==> src/rtl/instr_fetch_unit.sv <==
// ---------------------------------------------------------------------------
// instr_fetch_unit
//   Instruction fetch stage for the 8-bit controller. Holds a loadable
//   256-word program memory and the fetch PC, prefetches words into a small
//   queue and presents the head over a valid/ready handshake. The controller
//   can redirect the fetch PC (jump/return) or halt fetching until reset.
//
// Parameters
//   DEPTH      prefetch queue entries (power of two, >= 2)
//   MEM_WORDS  program memory words (address width fixed at 8 bits)
//
// Ports
//   clk, reset            clock; asynchronous active-high reset
//   prog_we/addr/data     program memory write port (accepted in every state)
//   run                   fetch enable
//   redirect/redirect_pc  one-cycle pulse: new fetch PC, flush queue
//   halt                  one-cycle pulse: flush and stop until reset
//   instr_ready           consumer accepts the head instruction
//   instr, instr_pc       head word and its address (0 when empty)
//   instr_valid           queue non-empty
//   fetch_pc              address of the next memory read
//   queue_level           occupied queue entries
//   halted                unit is in the HALTED state
//   retired_cnt           saturating pop counter (IFU_PERF_CNT_EN only)
//
// Build option
//   IFU_PERF_CNT_EN  adds the 16-bit saturating retired_cnt output.
// ---------------------------------------------------------------------------
module instr_fetch_unit #(
  parameter int DEPTH     = 4,
  parameter int MEM_WORDS = 256
) (
  input  logic                    clk,
  input  logic                    reset,
  input  logic                    prog_we,
  input  logic [7:0]              prog_addr,
  input  logic [7:0]              prog_data,
  input  logic                    run,
  input  logic                    redirect,
  input  logic [7:0]              redirect_pc,
  input  logic                    halt,
  input  logic                    instr_ready,
  output logic [7:0]              instr,
  output logic [7:0]              instr_pc,
  output logic                    instr_valid,
  output logic [7:0]              fetch_pc,
  output logic [$clog2(DEPTH):0]  queue_level,
  output logic                    halted
`ifdef IFU_PERF_CNT_EN
  ,
  output logic [15:0]             retired_cnt
`endif
);

  localparam int PW = $clog2(DEPTH);
  localparam int CW = PW + 1;

  typedef enum logic [1:0] {IDLE, FETCH, HALTED} state_e;

  state_e          state_q, state_d;
  logic [7:0]      fetch_pc_q, fetch_pc_d;
  logic            inflight_q, inflight_d;
  logic [7:0]      rd_pc_q, rd_pc_d;
  logic [7:0]      rd_data_q;
  logic [PW-1:0]   rd_ptr_q, rd_ptr_d;
  logic [PW-1:0]   wr_ptr_q, wr_ptr_d;
  logic [CW-1:0]   count_q, count_d;
  logic [7:0]      instr_q, instr_d;
  logic [7:0]      instr_pc_q, instr_pc_d;
  logic            instr_valid_q, instr_valid_d;

  logic [7:0]      mem [MEM_WORDS];
  logic [7:0]      q_data_q [DEPTH];
  logic [7:0]      q_pc_q [DEPTH];

  logic            pop, push, take_redirect, flush, issue;
  logic [CW-1:0]   occupancy, remain;

  assign pop           = instr_valid_q & instr_ready;
  // halt beats redirect, and a halted unit ignores redirects entirely.
  assign take_redirect = redirect & ~halt & (state_q != HALTED);
  assign flush         = halt | take_redirect;
  // A read landing in a flush cycle belongs to the abandoned stream.
  assign push          = inflight_q & ~flush;
  assign occupancy     = count_q + CW'(inflight_q);
  assign remain        = count_q - CW'(pop);

  always_comb begin
    // NOTE: every variable written here gets a default first, so no path
    // leaves one unassigned and no latch is inferred.
    state_d       = state_q;
    fetch_pc_d    = fetch_pc_q;
    rd_pc_d       = rd_pc_q;
    rd_ptr_d      = rd_ptr_q;
    wr_ptr_d      = wr_ptr_q;
    count_d       = count_q;
    instr_d       = '0;
    instr_pc_d    = '0;
    instr_valid_d = 1'b0;
    issue         = 1'b0;

    if (halt || state_q == HALTED) state_d = HALTED;
    else                           state_d = run ? FETCH : IDLE;

    // Issue is keyed off the state being entered so fetching starts in the
    // very cycle run rises. Reserving a slot for the in-flight read
    // guarantees the landing word always has room.
    issue      = (state_d == FETCH) && !flush && (occupancy < CW'(DEPTH));
    inflight_d = issue;
    if (issue) rd_pc_d = fetch_pc_q;

    if (take_redirect) fetch_pc_d = redirect_pc;
    else if (issue)    fetch_pc_d = fetch_pc_q + 8'd1;

    if (flush) begin
      rd_ptr_d = '0;
      wr_ptr_d = '0;
      count_d  = '0;
    end else begin
      rd_ptr_d = rd_ptr_q + PW'(pop);
      wr_ptr_d = wr_ptr_q + PW'(push);
      count_d  = count_q + CW'(push) - CW'(pop);
    end

    // Registered head: pick what the head will be after this edge. If the
    // queue drains to nothing but a word lands, that word bypasses storage.
    if (count_d != '0) begin
      instr_valid_d = 1'b1;
      if (remain == '0) begin
        instr_d    = rd_data_q;
        instr_pc_d = rd_pc_q;
      end else begin
        instr_d    = q_data_q[rd_ptr_d];
        instr_pc_d = q_pc_q[rd_ptr_d];
      end
    end
  end

  // NOTE: the program memory, its read register and the queue storage carry
  // no reset; their contents are only ever used when qualified by
  // inflight/count, and program contents must survive reset.
  always_ff @(posedge clk) begin
    if (prog_we) mem[prog_addr] <= prog_data;
    if (issue)   rd_data_q      <= mem[fetch_pc_q];
  end

  always_ff @(posedge clk) begin
    if (push) begin
      q_data_q[wr_ptr_q] <= rd_data_q;
      q_pc_q[wr_ptr_q]   <= rd_pc_q;
    end
  end

  // NOTE: sequential state uses non-blocking assignments only, so every flop
  // samples its pre-edge value regardless of statement order.
  always_ff @(posedge clk or posedge reset) begin
    if (reset) begin
      state_q       <= IDLE;
      fetch_pc_q    <= '0;
      inflight_q    <= 1'b0;
      rd_pc_q       <= '0;
      rd_ptr_q      <= '0;
      wr_ptr_q      <= '0;
      count_q       <= '0;
      instr_q       <= '0;
      instr_pc_q    <= '0;
      instr_valid_q <= 1'b0;
    end else begin
      state_q       <= state_d;
      fetch_pc_q    <= fetch_pc_d;
      inflight_q    <= inflight_d;
      rd_pc_q       <= rd_pc_d;
      rd_ptr_q      <= rd_ptr_d;
      wr_ptr_q      <= wr_ptr_d;
      count_q       <= count_d;
      instr_q       <= instr_d;
      instr_pc_q    <= instr_pc_d;
      instr_valid_q <= instr_valid_d;
    end
  end

  assign instr       = instr_q;
  assign instr_pc    = instr_pc_q;
  assign instr_valid = instr_valid_q;
  assign fetch_pc    = fetch_pc_q;
  assign queue_level = count_q;
  assign halted      = (state_q == HALTED);

`ifdef IFU_PERF_CNT_EN
  logic [15:0] retired_q, retired_d;

  // Counts every accepted pop, including one in a redirect/halt cycle.
  always_comb begin
    retired_d = retired_q;
    if (pop && retired_q != 16'hFFFF) retired_d = retired_q + 16'd1;
  end

  always_ff @(posedge clk or posedge reset) begin
    if (reset) retired_q <= '0;
    else       retired_q <= retired_d;
  end

  assign retired_cnt = retired_q;
`endif

endmodule

==> config.mk <==
export PLATFORM = sky130hd
export DESIGN_NAME = instr_fetch_unit
export DESIGN_NICKNAME = d
export VERILOG_FILES = /design/src/rtl/instr_fetch_unit.sv
export SDC_FILE = /design/constraint.sdc
export NUM_CORES = 2
export LEC_CHECK = 0
export ABC_AREA = 0
export ABC_CLOCK_PERIOD_IN_PS = 4050
export CORE_ASPECT_RATIO = 0.5
export CORE_MARGIN = 5
export CORE_UTILIZATION = 45
export DETAILED_ROUTE_END_ITERATION = 8
export RECOVER_POWER = 100
export SLEW_MARGIN = 0
export SYNTH_ARGS = -nofsm -noshare
export SYNTH_HDL_FRONTEND = slang
export SYNTH_SLANG_ARGS = --single-unit
==> constraint.sdc <==
create_clock -name clk -period 4.05 [get_ports clk]
set_input_delay 0.81 -clock clk [delete_from_list [all_inputs] [get_ports clk]]
set_output_delay 0.81 -clock clk [all_outputs]
set_load 0.1 [all_outputs]
== Word-level counts from Yosys, hierarchy flattened ==
Memories as Yosys holds them, arrays and structs flattened. A register that Yosys moved wholly into a read port is not among the register bits.
Cells that the tools add are included.

* Add/subtract/negate cells: 7
* $lt $le $gt $ge: 1
* Equal/unequal tests: 3
* Mux-type cells: 16
* Bitwise logic cells: 7
* Reductions and logical operators: 7

{| class="wikitable"
|+ Operators with widths
! cell !! count
|-
| $mux W8 || 6
|-
| $add A8 B1 Y8 const B || 1
|-
| $add A3 B1 Y3 || 2
|-
| $mux W1 || 6
|-
| $mux W2 || 3
|-
| $sub A3 B1 Y3 || 2
|-
| $add A2 B1 Y2 || 2
|-
| $and A1 B1 Y1 || 4
|-
| $logic_not A3 Y1 || 1
|-
| $lt A3 B3 Y1 const B || 1
|-
| $mux W3 || 1
|-
| $reduce_bool A3 Y1 || 1
|-
| $eq A2 B1 Y1 const B || 1
|-
| $eq A2 B2 Y1 const B || 1
|-
| $logic_and A1 B1 Y1 || 2
|-
| $ne A2 B2 Y1 const B || 1
|-
| $not A1 Y1 || 2
|-
| $reduce_bool A2 Y1 || 1
|-
| $logic_not A1 Y1 || 1
|-
| $logic_or A1 B1 Y1 || 1
|-
| $or A1 B1 Y1 || 1
|}

* Register bits: 43
* Memory bits (writable): 2112
* Output and inout port bits: 29
* Memories: 3

{| class="wikitable"
|+ Memory list
! name !! depth !! bits a word !! rd ports !! clocked after memory_dff !! wr ports !! line !! text
|-
| mem || 256 || 8 || 1 || 1 || 1 || 72 || <nowiki>logic [7:0] mem [MEM_WORDS];</nowiki>
|-
| q_data_q || 4 || 8 || 1 || 0 || 1 || 73 || <nowiki>logic [7:0] q_data_q [DEPTH];</nowiki>
|-
| q_pc_q || 4 || 8 || 1 || 0 || 1 || 74 || <nowiki>logic [7:0] q_pc_q [DEPTH];</nowiki>
|}

== Longest topological paths before layout ==
* Word-level depth: 11
* Depth in mapped cells: 14
* Mapped depth without buffers: 13

== Worst setup path after synthesis ==
Ideal clock, no wire load.

* Path kind: input to register
* Start point: input port redirect
* End point: register instr_q[0] (netlist: instr[0])
* Arrival: 3.314 ns
* Slack: 0.604 ns
* Stages: 13
* Path buffers: 1
* Cell sequence: a21oi_1 > nand2_1 > ha_1 > inv_1 > ha_1 > inv_1 > fa_1 > xor2_1 > xnor2_1 > nor2_1 > nor3_1 > clkbuf_1 > nor2_1

* Word-level cells in the longest chain between the ends: 10
* Elaborated cells on any way between the ends: 13
* Those cells by class: add/sub: 2; mux: 4; bitwise: 5; reduce/logical: 1; memory: 1

{| class="wikitable"
|+ Ends and longest elaborated chain
! item !! line !! text
|-
| start, declared || 39 || <nowiki>input logic redirect,</nowiki>
|-
| $and A1 B1 Y1 (*) (2 in series) || 81 || <nowiki>assign take_redirect = redirect & ~halt & (state_q != HALTED);</nowiki>
|-
| $or A1 B1 Y1 (*) || 82 || <nowiki>assign flush = halt | take_redirect;</nowiki>
|-
| $not A1 Y1 || 84 || <nowiki>assign push = inflight_q & ~flush;</nowiki>
|-
| $and A1 B1 Y1 || 84 ||
|-
| $add A3 B1 Y3 || 122 || <nowiki>count_d = count_q + CW'(push) - CW'(pop);</nowiki>
|-
| $sub A3 B1 Y3 || 122 ||
|-
| $mux W3 (*) || 115 || <nowiki>if (flush) begin</nowiki>
|-
| named net count_d[2] || 67 || <nowiki>logic [CW-1:0] count_q, count_d;</nowiki>
|-
| $reduce_bool A3 Y1 (*) || 127 || <nowiki>if (count_d != '0) begin</nowiki>
|-
| $mux W8 (*) || 127 ||
|-
| named net instr_d[0] || 68 || <nowiki>logic [7:0] instr_q, instr_d;</nowiki>
|-
| end signal, assigned || 176 || <nowiki>instr_q <= instr_d;</nowiki>
|-
| end, declared || 68 ||
|}

Mark *: on every way through the listed nets, which the timed path passes. The rest lies on a longest branch.
A chain may end at the register's enable or synchronous reset.

==> results.ini <==
[timing]
tns_ns=-0.0507
rsz0062_at_grt=false
min_period_ns=4.08
tightestPinTransition_ns=4.01
hold_viol=0
final-max-slew-violation-count=1265
worst_clock_skew_ns=0.0336
hold_slack_ns=0.543
finalSetupViolations=2
fin_crit_sh=1.01
max_slew_margin=-1.67
clock.fmax_mhz=245
finalWorstSetupSlack_ns=-0.0278

[setup_path]
path_cells=buf_12 -> buf_12 -> mux4_2 -> nor2_1 -> a2111oi_0 -> nor4_1 -> a31oi_1 -> clkbuf_4 -> o2bb2ai_1
cp.required_ns=4.60
critPathKind=register to register
startpoint_type=register
cpPeakStageDelay_ns=0.98
worst-endpoint-arrival_ns=4.62
critPathSlowestCell=nor4_1
end_kind=register
crit_top_cell=buf_12
crit_path_max_fanout=45

[clocking]
cts_max_path_buffers=3
cts_resized=0
clkLatencyLatePin_ns=0.83
htreeDepth=4
cts.reportedPaths.clkPinSlew_ns=0.06
cts_sinks=2163
ctsHoldBuffers=0
post-cts-setup-buffers=0
cts_tree=built
cts_buffers=191
root_buffer=clkbuf_16

[placed_design]
hpwl_um=155000
pre_cts_ws_ns=0.125
gp_congestion=0.896
numPortBuffers=59

[run_status]
violations=capacitance limit, slew limit, setup timing
status=finished, violations left

[floorplanning]
initial_core_util=0.452
ioPinCount=60
rows=112
die_w_um=622
dieArea_mm2=0.196
core_area_mm2=0.186
fp.dieH_um=316

[global_routing]
antenna_found_initial=19
gr-total-overflow=0
grt_pass1_wl_um=340000
met1_usage=0.359
grt_max_degree=122
grt_use_met3=0.0680
grt.busiest_layer=met2
grtUsageTotal=0.245
grt_pass1_vias=44800
met2_usage=0.364

[routing]
drc=0
drtPass1Iterations=5
finalWirelength_um=242000
routedWlPerCell_um=32.7
ant_nets=0
drtIter0Drc=6803
num_vias=45400
viasPerCell=6.14

[synthesis]
synth_area_per_cell_um2=20.3
syn_inst=4149
synthFlopType=edfxtp_1
ys_seq_area_frac=0.769
yosys_warnings=0
syn_nets=4187
synth_area_mm2=0.0842
ys_seq_elements=2163
synthDistinctLibCells=75
async_flop_share=0.0199
synth_edf_count=2120

[power]
switching_share=0.282
total_power_mw=53.5
p_switching_mw=15.1
clkPwrFrac=0.327
power_density_mw_per_mm2=559
p_int_mw=38.4
vdd_drop_max_v=0.000383
pwr-share-seq=0.468
p_leak_nw=29.6
power_frac_comb=0.205

[layout]
layout.nets=4767
area_delta_synth_final_pct=13.7
final_common_cell=edfxtp_1
mostFrequentLayoutCells=edfxtp_1, mux4_2, clkbuf_1
drive_above_1_share=0.201

[flow_run]
timing.max_cap.violations=23

[hold_path]
min_path_type=register to register

==> registers in the layout, summed over array words and instances (netlist names) <==
signal	count
fetch_pc	8
inflight_q	1
instr	8
instr_pc	8
instr_valid	1
mem	2048
q_data_q	32
q_pc_q	32
queue_level	3
rd_data_q	8
rd_pc_q	8
rd_ptr_q	2
state_q	2
wr_ptr_q	2
==> power by group through the flow <==
| stage | sequential (mW) | clock (mW) | combinational (mW) |
|---|---|---|---|
| floorplan | 25.8 | 0 | 5.96 |
| global placement | 25.5 | 0 | 10.9 |
| detailed placement | 25.5 | 0 | 10.9 |
| CTS | 25.0 | 17.7 | 11.0 |
| global route | 25.0 | 18.7 | 11.4 |
| finish | 25.0 | 17.5 | 11.0 |
==> cell type report <==
| type | count | area (um2) |
|---|---|---|
| antenna | 3 | 7.51 |
| clock buffer | 246 | 5190 |
| clock inverter | 100 | 687 |
| fill | 14800 | 90400 |
| inverter | 17 | 65.1 |
| multi-input combinational | 1722 | 18000 |
| sequential | 2163 | 64800 |
| tap | 2508 | 3140 |
| timing repair buffer | 634 | 3930 |
==> worst max-delay path, delay by kind of cell, from the launching register on <==
kind,cells,cell delay (ns)
compound gates,3,0.47
simple gates,2,1.13
buf+inv,3,0.78
flops,1,0.73
mux,1,0.58
==> cells in the mapped netlist (all sizes together) (19+ instances only) <==
master | n | area [um2]
o22ai | 28 | 175
mux2 | 19 | 214
buf | 146 | 1070
nor2 | 325 | 1220
o21ai | 32 | 160
a22oi | 67 | 503
mux4 | 438 | 9890
mux2i | 181 | 1810
a221oi | 37 | 330
a311oi | 19 | 166
edfxtp | 2120 | 63700
a211oi | 52 | 390
clkbuf | 101 | 379
nand3 | 32 | 160
nor2b | 39 | 244
dfrtp | 43 | 1080
nor3 | 25 | 125
a21oi | 97 | 485
o221ai | 35 | 307
nand2 | 140 | 526
==> metrics by stage <==
| step | area (um2) | instances | util |
|---|---|---|---|
| finish | 95800 | 7393 | 0.514 |
| global route | 95800 | 7391 | 0.514 |
| CTS | 97300 | 7390 | 0.523 |
| detailed placement | 91500 | 7044 | 0.491 |
| global placement | 91500 | 7044 | 0.491 |
| floorplan | 84200 | 4149 | - |
==> logic make-up (layout without fill, tap and decap cells) <==
kind of cell | after synthesis | after routing | share of synthesized area
flops | 2163 | 2163 | 0.769
fa+ha+maj | 7 | 7 | 0.00113
simple gates | 624 | 624 | 0.0321
compound gates | 445 | 445 | 0.0379
other cells | 0 | 3 | 0
buf+inv | 264 | 997 | 0.0180
mux | 638 | 638 | 0.141
xor+xnor | 8 | 8 | 0.000832
==> final timing paths <==
check                                to  depth (start not counted)        start  slack, ns
min reg2reg                q_pc_q[3][2]                          0   rd_pc_q[2]       0.54
max in group asynchronous   fetch_pc[1]                          2        reset       1.66
max                        rd_data_q[2]                          9  fetch_pc[0]      -0.03
min                        q_pc_q[3][2]                          0   rd_pc_q[2]       0.54
max reg2reg                rd_data_q[2]                          9  fetch_pc[0]      -0.03
min in group asynchronous   fetch_pc[0]                          2        reset       1.05
==> per-layer routing <==
layer,vias to the layer above,part of all wire
li1,18300,-
met1,24100,0.41
met2,2612,0.45
met3,367,0.12
met4,8,0.027
met5,-,0.00025
Power figures use the tool's default switching activity.
